`config.mk`:
```
export PLATFORM = sky130hd
export DESIGN_NAME = hazard_ctrl_p_flat
export DESIGN_NICKNAME = d
export VERILOG_FILES = /design/src/rtl/hazard_ctrl_p_if.sv /design/src/rtl/hazard_ctrl_p.sv /design/src/flat_wrapper.sv
export SDC_FILE = /design/constraint.sdc
export NUM_CORES = 1
export LEC_CHECK = 0
export ABC_AREA = 1
export ABC_CLOCK_PERIOD_IN_PS = 2100
export CORE_ASPECT_RATIO = 1.1
export CORE_UTILIZATION = 40
export CTS_CLUSTER_DIAMETER = 40
export DETAILED_ROUTE_END_ITERATION = 16
export PLACE_DENSITY_LB_ADDON = 0.3
export SLEW_MARGIN = 20
export SYNTH_ARGS = -nofsm -noshare
export SYNTH_HDL_FRONTEND = slang
export SYNTH_SLANG_ARGS = --single-unit
```
`constraint.sdc`:
```
create_clock -name clk -period 2.1 [get_ports clk]
set_input_delay 0.525 -clock clk [delete_from_list [all_inputs] [get_ports clk]]
set_output_delay 0.525 -clock clk [all_outputs]
set_load 0.05 [all_outputs]
```
`src/rtl/hazard_ctrl_p_if.sv`:
```
// Signal bundle between the 5-stage pipeline (master) and the hazard controller (slave).
// Level signals, no valid/ready: the controller's outputs are combinational and take effect at the next rising edge.
interface hazard_ctrl_p_if #(
    parameter int RA_W  = 3,
    parameter int CNT_W = 16
);
    logic [1:0]       pc_src;
    logic             halt_req;
    logic             mem_busy;
    logic [RA_W-1:0]  id_rs;
    logic [RA_W-1:0]  id_rt;
    logic             id_rs_vld;
    logic             id_rt_vld;
    logic [RA_W-1:0]  ex_rs;
    logic [RA_W-1:0]  ex_rt;
    logic [RA_W-1:0]  ex_rd;
    logic             ex_regwrite;
    logic             ex_memread;
    logic [RA_W-1:0]  mem_rd;
    logic             mem_regwrite;
    logic [RA_W-1:0]  wb_rd;
    logic             wb_regwrite;

    logic             pc_hold;
    logic             fd_hold;
    logic             fd_nop;
    logic             de_nop;
    logic             em_nop;
    logic             freeze;
    logic [1:0]       fwd_a;
    logic [1:0]       fwd_b;
    logic             halted;
    logic [CNT_W-1:0] stall_cycles;
    logic [1:0]       state_dbg;

    modport master (
        output pc_src, halt_req, mem_busy,
        output id_rs, id_rt, id_rs_vld, id_rt_vld,
        output ex_rs, ex_rt, ex_rd, ex_regwrite, ex_memread,
        output mem_rd, mem_regwrite, wb_rd, wb_regwrite,
        input  pc_hold, fd_hold, fd_nop, de_nop, em_nop, freeze,
        input  fwd_a, fwd_b, halted, stall_cycles, state_dbg
    );

    modport slave (
        input  pc_src, halt_req, mem_busy,
        input  id_rs, id_rt, id_rs_vld, id_rt_vld,
        input  ex_rs, ex_rt, ex_rd, ex_regwrite, ex_memread,
        input  mem_rd, mem_regwrite, wb_rd, wb_regwrite,
        output pc_hold, fd_hold, fd_nop, de_nop, em_nop, freeze,
        output fwd_a, fwd_b, halted, stall_cycles, state_dbg
    );
endinterface

```
`src/rtl/hazard_ctrl_p.sv`:
```
// Pipeline hazard controller: PC/IF-ID holds, NOP injection, freeze, halt drain, EX forwarding, stall counter.
// Build macro HAZARD_FWD_EN: load-use-only stalls of LOAD_STALL bubbles plus EX forwarding selects.
module hazard_ctrl_p #(
    parameter int RA_W       = 3,
    parameter int LOAD_STALL = 1,
    parameter int CNT_W      = 16
) (
    input  logic           clk,
    input  logic           rst,
    hazard_ctrl_p_if.slave bus
);
    typedef enum logic [1:0] {
        RUN    = 2'd0,
        LSTALL = 2'd1,
        DRAIN  = 2'd2,
        HALTED = 2'd3
    } state_t;

    localparam logic [1:0] BUB_INIT   = 2'(LOAD_STALL - 1);
    localparam logic [1:0] DRAIN_INIT = 2'd3;

`ifdef HAZARD_FWD_EN
    localparam bit FWD = 1'b1;
`else
    localparam bit FWD = 1'b0;
`endif

    state_t           state_q;
    state_t           state_d;
    logic [1:0]       bub_q;
    logic [1:0]       bub_d;
    logic [1:0]       drain_q;
    logic [1:0]       drain_d;
    logic [CNT_W-1:0] cnt_q;

    logic frz;
    logic haz;
    logic stall;
    logic pc_hold;
    logic fd_hold;
    logic fd_nop;
    logic de_nop;
    logic em_nop;

    // Register 0 is hardwired, so it never creates a dependency.
    function automatic logic src_hit(input logic [RA_W-1:0] src, input logic vld,
                                     input logic [RA_W-1:0] dst, input logic wr);
        return vld && wr && (src != '0) && (src == dst);
    endfunction

    assign frz = bus.mem_busy;

`ifdef HAZARD_FWD_EN
    assign haz = bus.ex_memread &&
                 (src_hit(bus.id_rs, bus.id_rs_vld, bus.ex_rd, bus.ex_regwrite) ||
                  src_hit(bus.id_rt, bus.id_rt_vld, bus.ex_rd, bus.ex_regwrite));

    assign bus.fwd_a = (bus.mem_regwrite && (bus.ex_rs != '0) && (bus.mem_rd == bus.ex_rs)) ? 2'b01 :
                       (bus.wb_regwrite  && (bus.ex_rs != '0) && (bus.wb_rd  == bus.ex_rs)) ? 2'b10 :
                                                                                               2'b00;
    assign bus.fwd_b = (bus.mem_regwrite && (bus.ex_rt != '0) && (bus.mem_rd == bus.ex_rt)) ? 2'b01 :
                       (bus.wb_regwrite  && (bus.ex_rt != '0) && (bus.wb_rd  == bus.ex_rt)) ? 2'b10 :
                                                                                               2'b00;
`else
    // Without forwarding any in-flight producer in EX or MEM must be waited out.
    assign haz = src_hit(bus.id_rs, bus.id_rs_vld, bus.ex_rd,  bus.ex_regwrite)  ||
                 src_hit(bus.id_rt, bus.id_rt_vld, bus.ex_rd,  bus.ex_regwrite)  ||
                 src_hit(bus.id_rs, bus.id_rs_vld, bus.mem_rd, bus.mem_regwrite) ||
                 src_hit(bus.id_rt, bus.id_rt_vld, bus.mem_rd, bus.mem_regwrite);

    assign bus.fwd_a = 2'b00;
    assign bus.fwd_b = 2'b00;

    logic fwd_unused;
    assign fwd_unused = ^{bus.ex_rs, bus.ex_rt, bus.wb_rd, bus.wb_regwrite, bus.ex_memread};
`endif

    assign stall = !frz && (((state_q == RUN) && haz) || (state_q == LSTALL));

    always_ff @(posedge clk or negedge rst) begin
        if (!rst) begin
            state_q <= RUN;
            bub_q   <= 2'd0;
            drain_q <= 2'd0;
            cnt_q   <= '0;
        end else begin
            state_q <= state_d;
            bub_q   <= bub_d;
            drain_q <= drain_d;
            if ((frz || stall) && (cnt_q != {CNT_W{1'b1}})) begin
                cnt_q <= cnt_q + 1'b1;
            end
        end
    end

    always_comb begin
        state_d = state_q;
        bub_d   = bub_q;
        drain_d = drain_q;
        if (!frz) begin
            case (state_q)
                RUN: begin
                    if (haz) begin
                        if (FWD && (LOAD_STALL > 1)) begin
                            state_d = LSTALL;
                            bub_d   = BUB_INIT;
                        end
                    end else if (!bus.pc_src[1] && bus.halt_req) begin
                        state_d = DRAIN;
                        drain_d = DRAIN_INIT;
                    end
                end
                LSTALL: begin
                    // A fresh load-use on the final bubble restarts the count instead of returning to RUN.
                    if (bub_q <= 2'd1) begin
                        if (haz) begin
                            bub_d = BUB_INIT;
                        end else begin
                            state_d = RUN;
                            bub_d   = 2'd0;
                        end
                    end else begin
                        bub_d = bub_q - 2'd1;
                    end
                end
                DRAIN: begin
                    drain_d = (drain_q != 2'd0) ? drain_q - 2'd1 : 2'd0;
                    if (drain_q <= 2'd1) begin
                        state_d = HALTED;
                    end
                end
                default: begin
                    state_d = HALTED;
                end
            endcase
        end
    end

    always_comb begin
        pc_hold = 1'b0;
        fd_hold = 1'b0;
        fd_nop  = 1'b0;
        de_nop  = 1'b0;
        em_nop  = 1'b0;
        if (frz) begin
            pc_hold = 1'b1;
            fd_hold = 1'b1;
        end else begin
            case (state_q)
                RUN: begin
                    if (haz) begin
                        pc_hold = 1'b1;
                        fd_hold = 1'b1;
                        de_nop  = 1'b1;
                    end else if (bus.pc_src[1]) begin
                        fd_nop  = 1'b1;
                    end else if (bus.halt_req) begin
                        pc_hold = 1'b1;
                        fd_hold = 1'b1;
                        fd_nop  = 1'b1;
                    end
                end
                LSTALL: begin
                    pc_hold = 1'b1;
                    fd_hold = 1'b1;
                    de_nop  = 1'b1;
                end
                DRAIN: begin
                    pc_hold = 1'b1;
                    fd_hold = 1'b1;
                end
                default: begin
                    pc_hold = 1'b1;
                    fd_hold = 1'b1;
                    em_nop  = 1'b1;
                end
            endcase
        end
    end

    assign bus.pc_hold      = pc_hold;
    assign bus.fd_hold      = fd_hold;
    assign bus.fd_nop       = fd_nop;
    assign bus.de_nop       = de_nop;
    assign bus.em_nop       = em_nop;
    assign bus.freeze       = frz;
    assign bus.halted       = (state_q == HALTED);
    assign bus.stall_cycles = cnt_q;
    assign bus.state_dbg    = state_q;
endmodule
```
`src/flat_wrapper.sv`:
```
// flat-port wrapper written by rule: the top's interface ports become plain ports
module hazard_ctrl_p_flat 
#(
    parameter int RA_W       = 3,
    parameter int LOAD_STALL = 1,
    parameter int CNT_W      = 16
)
  (clk, rst, bus_pc_src, bus_halt_req, bus_mem_busy, bus_id_rs, bus_id_rt, bus_id_rs_vld, bus_id_rt_vld, bus_ex_rs, bus_ex_rt, bus_ex_rd, bus_ex_regwrite, bus_ex_memread, bus_mem_rd, bus_mem_regwrite, bus_wb_rd, bus_wb_regwrite, bus_pc_hold, bus_fd_hold, bus_fd_nop, bus_de_nop, bus_em_nop, bus_freeze, bus_fwd_a, bus_fwd_b, bus_halted, bus_stall_cycles, bus_state_dbg);
  hazard_ctrl_p_if #(.RA_W(RA_W), .CNT_W(CNT_W)) bus_i ();
  input  logic clk;
  input  logic rst;
  input wire logic [$bits(bus_i.pc_src)-1:0] bus_pc_src;
  input wire logic [$bits(bus_i.halt_req)-1:0] bus_halt_req;
  input wire logic [$bits(bus_i.mem_busy)-1:0] bus_mem_busy;
  input wire logic [$bits(bus_i.id_rs)-1:0] bus_id_rs;
  input wire logic [$bits(bus_i.id_rt)-1:0] bus_id_rt;
  input wire logic [$bits(bus_i.id_rs_vld)-1:0] bus_id_rs_vld;
  input wire logic [$bits(bus_i.id_rt_vld)-1:0] bus_id_rt_vld;
  input wire logic [$bits(bus_i.ex_rs)-1:0] bus_ex_rs;
  input wire logic [$bits(bus_i.ex_rt)-1:0] bus_ex_rt;
  input wire logic [$bits(bus_i.ex_rd)-1:0] bus_ex_rd;
  input wire logic [$bits(bus_i.ex_regwrite)-1:0] bus_ex_regwrite;
  input wire logic [$bits(bus_i.ex_memread)-1:0] bus_ex_memread;
  input wire logic [$bits(bus_i.mem_rd)-1:0] bus_mem_rd;
  input wire logic [$bits(bus_i.mem_regwrite)-1:0] bus_mem_regwrite;
  input wire logic [$bits(bus_i.wb_rd)-1:0] bus_wb_rd;
  input wire logic [$bits(bus_i.wb_regwrite)-1:0] bus_wb_regwrite;
  output wire logic [$bits(bus_i.pc_hold)-1:0] bus_pc_hold;
  output wire logic [$bits(bus_i.fd_hold)-1:0] bus_fd_hold;
  output wire logic [$bits(bus_i.fd_nop)-1:0] bus_fd_nop;
  output wire logic [$bits(bus_i.de_nop)-1:0] bus_de_nop;
  output wire logic [$bits(bus_i.em_nop)-1:0] bus_em_nop;
  output wire logic [$bits(bus_i.freeze)-1:0] bus_freeze;
  output wire logic [$bits(bus_i.fwd_a)-1:0] bus_fwd_a;
  output wire logic [$bits(bus_i.fwd_b)-1:0] bus_fwd_b;
  output wire logic [$bits(bus_i.halted)-1:0] bus_halted;
  output wire logic [$bits(bus_i.stall_cycles)-1:0] bus_stall_cycles;
  output wire logic [$bits(bus_i.state_dbg)-1:0] bus_state_dbg;
  assign bus_i.pc_src = bus_pc_src;
  assign bus_i.halt_req = bus_halt_req;
  assign bus_i.mem_busy = bus_mem_busy;
  assign bus_i.id_rs = bus_id_rs;
  assign bus_i.id_rt = bus_id_rt;
  assign bus_i.id_rs_vld = bus_id_rs_vld;
  assign bus_i.id_rt_vld = bus_id_rt_vld;
  assign bus_i.ex_rs = bus_ex_rs;
  assign bus_i.ex_rt = bus_ex_rt;
  assign bus_i.ex_rd = bus_ex_rd;
  assign bus_i.ex_regwrite = bus_ex_regwrite;
  assign bus_i.ex_memread = bus_ex_memread;
  assign bus_i.mem_rd = bus_mem_rd;
  assign bus_i.mem_regwrite = bus_mem_regwrite;
  assign bus_i.wb_rd = bus_wb_rd;
  assign bus_i.wb_regwrite = bus_wb_regwrite;
  assign bus_pc_hold = bus_i.pc_hold;
  assign bus_fd_hold = bus_i.fd_hold;
  assign bus_fd_nop = bus_i.fd_nop;
  assign bus_de_nop = bus_i.de_nop;
  assign bus_em_nop = bus_i.em_nop;
  assign bus_freeze = bus_i.freeze;
  assign bus_fwd_a = bus_i.fwd_a;
  assign bus_fwd_b = bus_i.fwd_b;
  assign bus_halted = bus_i.halted;
  assign bus_stall_cycles = bus_i.stall_cycles;
  assign bus_state_dbg = bus_i.state_dbg;
  hazard_ctrl_p #(.RA_W(RA_W), .LOAD_STALL(LOAD_STALL), .CNT_W(CNT_W)) u_core (.clk(clk), .rst(rst), .bus(bus_i));
endmodule
```
== Word-level counts from Yosys, hierarchy flattened ==
Index checks and enable logic that the tools add are counted.

* Register bits: 22
* Input bits: 33
* Word-level logic and storage cells: 80

* $add $sub $neg: 3
* Magnitude comparators: 2
* Equality and inequality tests: 13
* Multiplexer cells: 25
* Bitwise operators: 1
* Reduce and logical (&&, ||, !) cells: 32

{| class="wikitable"
|+ Operator list
! cell !! number
|-
| $mux W2 || 9
|-
| $add A16 B1 Y16 const B || 1
|-
| $logic_and A1 B1 Y1 || 16
|-
| $ne A16 B16 Y1 const B || 1
|-
| $mux W1 || 13
|-
| $eq A3 B3 Y1 || 4
|-
| $ne A2 B2 Y1 const B || 4
|-
| $pmux W2 S3 || 1
|-
| $reduce_and A6 Y1 || 1
|-
| $reduce_bool A3 Y1 || 2
|-
| $logic_or A1 B1 Y1 || 5
|-
| $eq A2 B2 Y1 const B || 2
|-
| $le A2 B1 Y1 const B || 2
|-
| $pmux W2 S2 || 1
|-
| $reduce_and A4 Y1 || 1
|-
| $reduce_bool A2 Y1 || 2
|-
| $sub A2 B1 Y2 const B || 2
|-
| $reduce_or A3 Y1 || 1
|-
| $eq A2 B1 Y1 const B || 1
|-
| $logic_not A1 Y1 || 2
|-
| $logic_not A2 Y1 || 1
|-
| $ne A2 B1 Y1 const B || 1
|-
| $pmux W1 S2 || 1
|-
| $reduce_and A2 Y1 || 1
|-
| $not A1 Y1 || 1
|}

== Depth between registers and ports, before layout ==
* Word-level depth: 11
* Gate-level depth with buffers: 12
* Mapped depth without buffers: 11

== Worst setup path before layout ==
OpenSTA, ideal clock, no wires.

* Kind: in2out
* Start point: in bus_id_rs[1]
* End point: out bus_fd_nop
* Data arrival time: 2.408 ns
* Required time: 1.575 ns
* Setup slack: -0.833 ns
* Stages on the path: 5
* Path through: nor3_1 -> nor2_1 -> nand2_1 -> nand2_4 -> nor4_1

* Longest elaborated chain between the ends: 9

{| class="wikitable"
|+ RTL lines
! element !! line !! source
|-
| start: declaration || flat_wrapper.sv:15 || <nowiki>input wire logic [$bits(bus_i.id_rs)-1:0] bus_id_rs;</nowiki>
|-
| $reduce_bool A3 Y1 || hazard_ctrl_p.sv:48 || <nowiki>return vld && wr && (src != '0) && (src == dst);</nowiki>
|-
| $logic_and A1 B1 Y1 (2 in series) || hazard_ctrl_p.sv:48 ||
|-
| $logic_or A1 B1 Y1 || hazard_ctrl_p.sv:66 || <nowiki>assign haz = src_hit(bus.id_rs, bus.id_rs_vld, bus.ex_rd, bus.ex_regwrite) ||</nowiki>
|-
| $logic_or A1 B1 Y1 (*) || hazard_ctrl_p.sv:67 || <nowiki>src_hit(bus.id_rt, bus.id_rt_vld, bus.ex_rd, bus.ex_regwrite) ||</nowiki>
|-
| $logic_or A1 B1 Y1 (*) || hazard_ctrl_p.sv:68 || <nowiki>src_hit(bus.id_rs, bus.id_rs_vld, bus.mem_rd, bus.mem_regwrite) ||</nowiki>
|-
| $mux W1 (*) || hazard_ctrl_p.sv:151 || <nowiki>if (haz) begin</nowiki>
|-
| $mux W1 (*) || hazard_ctrl_p.sv:149 || <nowiki>case (state_q)</nowiki>
|-
| $mux W1 (*) || hazard_ctrl_p.sv:145 || <nowiki>if (frz) begin</nowiki>
|-
| end: declaration || flat_wrapper.sv:30 || <nowiki>output wire logic [$bits(bus_i.fd_nop)-1:0] bus_fd_nop;</nowiki>
|}

Mark *: on every way between the ends. The rest lies on a longest branch, timed or not.

== Final worst setup path ==
* Start point: in bus_pc_src[1]
* End point: out bus_fd_nop

* Longest elaborated chain between the ends: 4

{| class="wikitable"
|+ RTL lines
! element !! line !! source
|-
| start: declaration || flat_wrapper.sv:12 || <nowiki>input wire logic [$bits(bus_i.pc_src)-1:0] bus_pc_src;</nowiki>
|-
| $mux W1 || hazard_ctrl_p.sv:155 || <nowiki>end else if (bus.pc_src[1]) begin</nowiki>
|-
| $mux W1 || hazard_ctrl_p.sv:151 ||
|-
| $mux W1 || hazard_ctrl_p.sv:149 ||
|-
| $mux W1 || hazard_ctrl_p.sv:145 ||
|}

No other way between the ends.

==> flow_summary.toml <==
[run_status]
outcome = "complete, no violations"

[timing]
grt_setup_unrepaired = "yes"
layout_setup_ws_ps = 5.93
final_max_slew_viol_count = 0
fmax_mhz = 478
fin_crit_sh_pct = 99.7
whs_ps = 509
period_needed_ps = 2090
fin_skew_ps = 1.04
worst_pin_slew_ps = 591
slew_headroom_pct = 60.2
finalHoldViolCount = 0
finalSetupViolCount = 0

[clock_tree]
clkTransAtPathRegs_ps = 80
cts_root_buffer = "clkbuf_8"
numCtsBuffers = 3
htree_levels = 1
ctsHoldBuffers = 0
clk_latency_ps = 260
clockBufferDepth = 2
cts_tree = "done"
cts_sinks = 22

[synth]
synth.area.top_cells = "dfrtp_1, nand2_1, nand3_1"
synthMuxAreaShare_pct = 0
yosys.area.top_type = "dfrtp_1"
synth_fa_ha_area_share_pct = 0.738
synth_top_family_by_area = "simple AND/OR/NAND/NOR gates"
synth_seq_cells = 22
synth_edf_count = 0
synth_common_cells = "nand2_1, inv_1, nand3_1"
synthArstFlopShare_pct = 100
synth_warnings = 0
ys_seq_area_share_pct = 32.5
yosysMostFrequentCell = "nand2_1"
ys_types = 25
synth_xor_area_share_pct = 7.75
synthFlopType = "dfrtp_1"
synth-compound-area-share_pct = 4.35
syn_area_um2 = 1700
synth_top_area_share_pct = 32.5
synth_cells = 250
avgSynthCellArea_um2 = 6.78
yosys.area_share.simple_pct = 42.5

[setup_path]
crit_arrival_ps = 1570
critical_path_class = "in -> out"
cp_max_fo = 2
start_kind = "primary input"
worst_ep_required_time_ps = 1570
endpoint_kind = "primary output"

[pwr]
total_power_uw = 1640
ir_worst_vdd_v = 0.000664
p_leak_uw = 0.00124
p_per_area_nw_per_um2 = 679

[placed_design]
hpwl_mm = 3.02
place.gp.congestion = 0.902
place_ws_ps = -428
port_buffers = 45

[floorplan]
die_w_um = 64.1
floorplan.rows = 24
die_y_um = 70.3
start_util_pct = 42.1
num_io_pins = 62
core-area_um2 = 4020
floorplan.die_area_um2 = 4500

[route]
dr.first_iter.drc_count = 58
postRouteAntennaNets = 0
wirelength_mm = 4.12
viasPerCell = 4.85
post_drt_wl_per_cell_um = 11.5
drc = 0
dr.pass1.iters = 4
num_vias = 1737

[global_route]
grt_pass1_vias = 1679
grt_pass1_wl_mm = 7.07
grt_util_all_layers_pct = 19.6
grt-ovfl-total = 0
antenna_found_initial = 0
grt_max_degree = 23

[final_layout]
synthToLayoutAreaGrowth_pct = 42.6
final_nets = 341
diodes = 0
drive_gt1_share_pct = 30.1

[run]
drv_cap = 0

[worst_hold_path]
worstHoldPathType = "reg -> reg"
area by class of cell:
class / instances / area, um2
inverters: 30 / 128
clock buffers: 3 / 41.3
flip-flops and latches: 22 / 551
multi-input cells: 192 / 1030
clock inverters: 1 / 30.0
well taps: 52 / 65.1
repair buffers: 58 / 571
fillers: 375 / 1610
flip-flops by register name (all words and copies together) (netlist names):
name	cells
u_core.bub_q	2
u_core.bus.stall_cycles	16
u_core.bus.state_dbg	2
u_core.drain_q	2
critical path, stage by stage:
cell,delay (ps)
clkdlybuf4s50_1,500
o21ai_2,70
nor4_4,300
buf_12,170
routing by layer:
layer / wire, um / up-vias / global-route usage [%]
met1: 1830 / 797 / 22.5
met3: 137 / 6 / 1.96
met5: 0 / - / 0
met4: 32 / 0 / 6.57
met2: 2120 / 45 / 36.8
li1: - / 889 / -
worst paths after layout:
path / cells after the start / slack [ps] / to / start
setup / recovery: 4 / 6 / bus_fd_nop / bus_pc_src[1]
hold / removal: 2 / 510 / u_core.drain_q[0] / u_core.drain_q[0]
setup reg to reg: 9 / 420 / u_core.bus.stall_cycles[12] / u_core.bus.stall_cycles[1]
hold reg to reg: 2 / 510 / u_core.drain_q[0] / u_core.drain_q[0]
max in group asynchronous: 2 / 1270 / u_core.bus.stall_cycles[0] / rst
min in group asynchronous: 2 / 610 / u_core.bus.stall_cycles[12] / rst
timing repair:
action | in CTS | in global routing
setup buffers | 2 | 0
setup endpoints to repair | 5 | 4
pin swaps | 20 | 14
resized for setup | 82 | 29
stage by stage:
stage               utilization (%)  instance area (um2)  setup TNS, ps  std cells
floorplan                         -                 1740          -7.69        253
global placement               56.7                 2280          -5390        352
detailed placement             56.7                 2280          -5760        352
CTS                            58.7                 2360              0        358
global route                   60.1                 2420           -153        358
finish                         60.1                 2420              0        358
cell usage in the layout (no fill, tap or decap), drive strengths merged:
cell	netlist	final
nor2	23	23
bufinv	0	1
dlygate4sd2	0	1
inv	30	29
o21ai	7	7
buf	8	46
dfrtp	22	22
xnor2	6	6
clkbuf	1	7
a21oi	4	4
dlymetal6s2s	0	1
nor3	6	6
ha	1	1
nand2	94	94
a21boi	1	1
nand4	2	2
clkinv	0	1
xor2	9	9
nor4	5	5
conb	1	4
clkdlybuf4s50	0	6
nand3	30	30
where the power goes:
| group | internal, uW | switching, uW |
|---|---|---|
| Combinational | 235 | 440 |
| Sequential | 490 | 82.3 |
| Clock | 255 | 140 |
| Total | 980 | 662 |
logic make-up after synthesis:
| kind of cell | count (synthesis) |
|---|---|
| compound gates | 12 |
| flops | 22 |
| xor+xnor | 15 |
| simple gates | 160 |
| fa+ha+maj | 1 |
| other cells | 1 |
| buf+inv | 39 |
No activity file was read; power rests on OpenSTA's default activity.
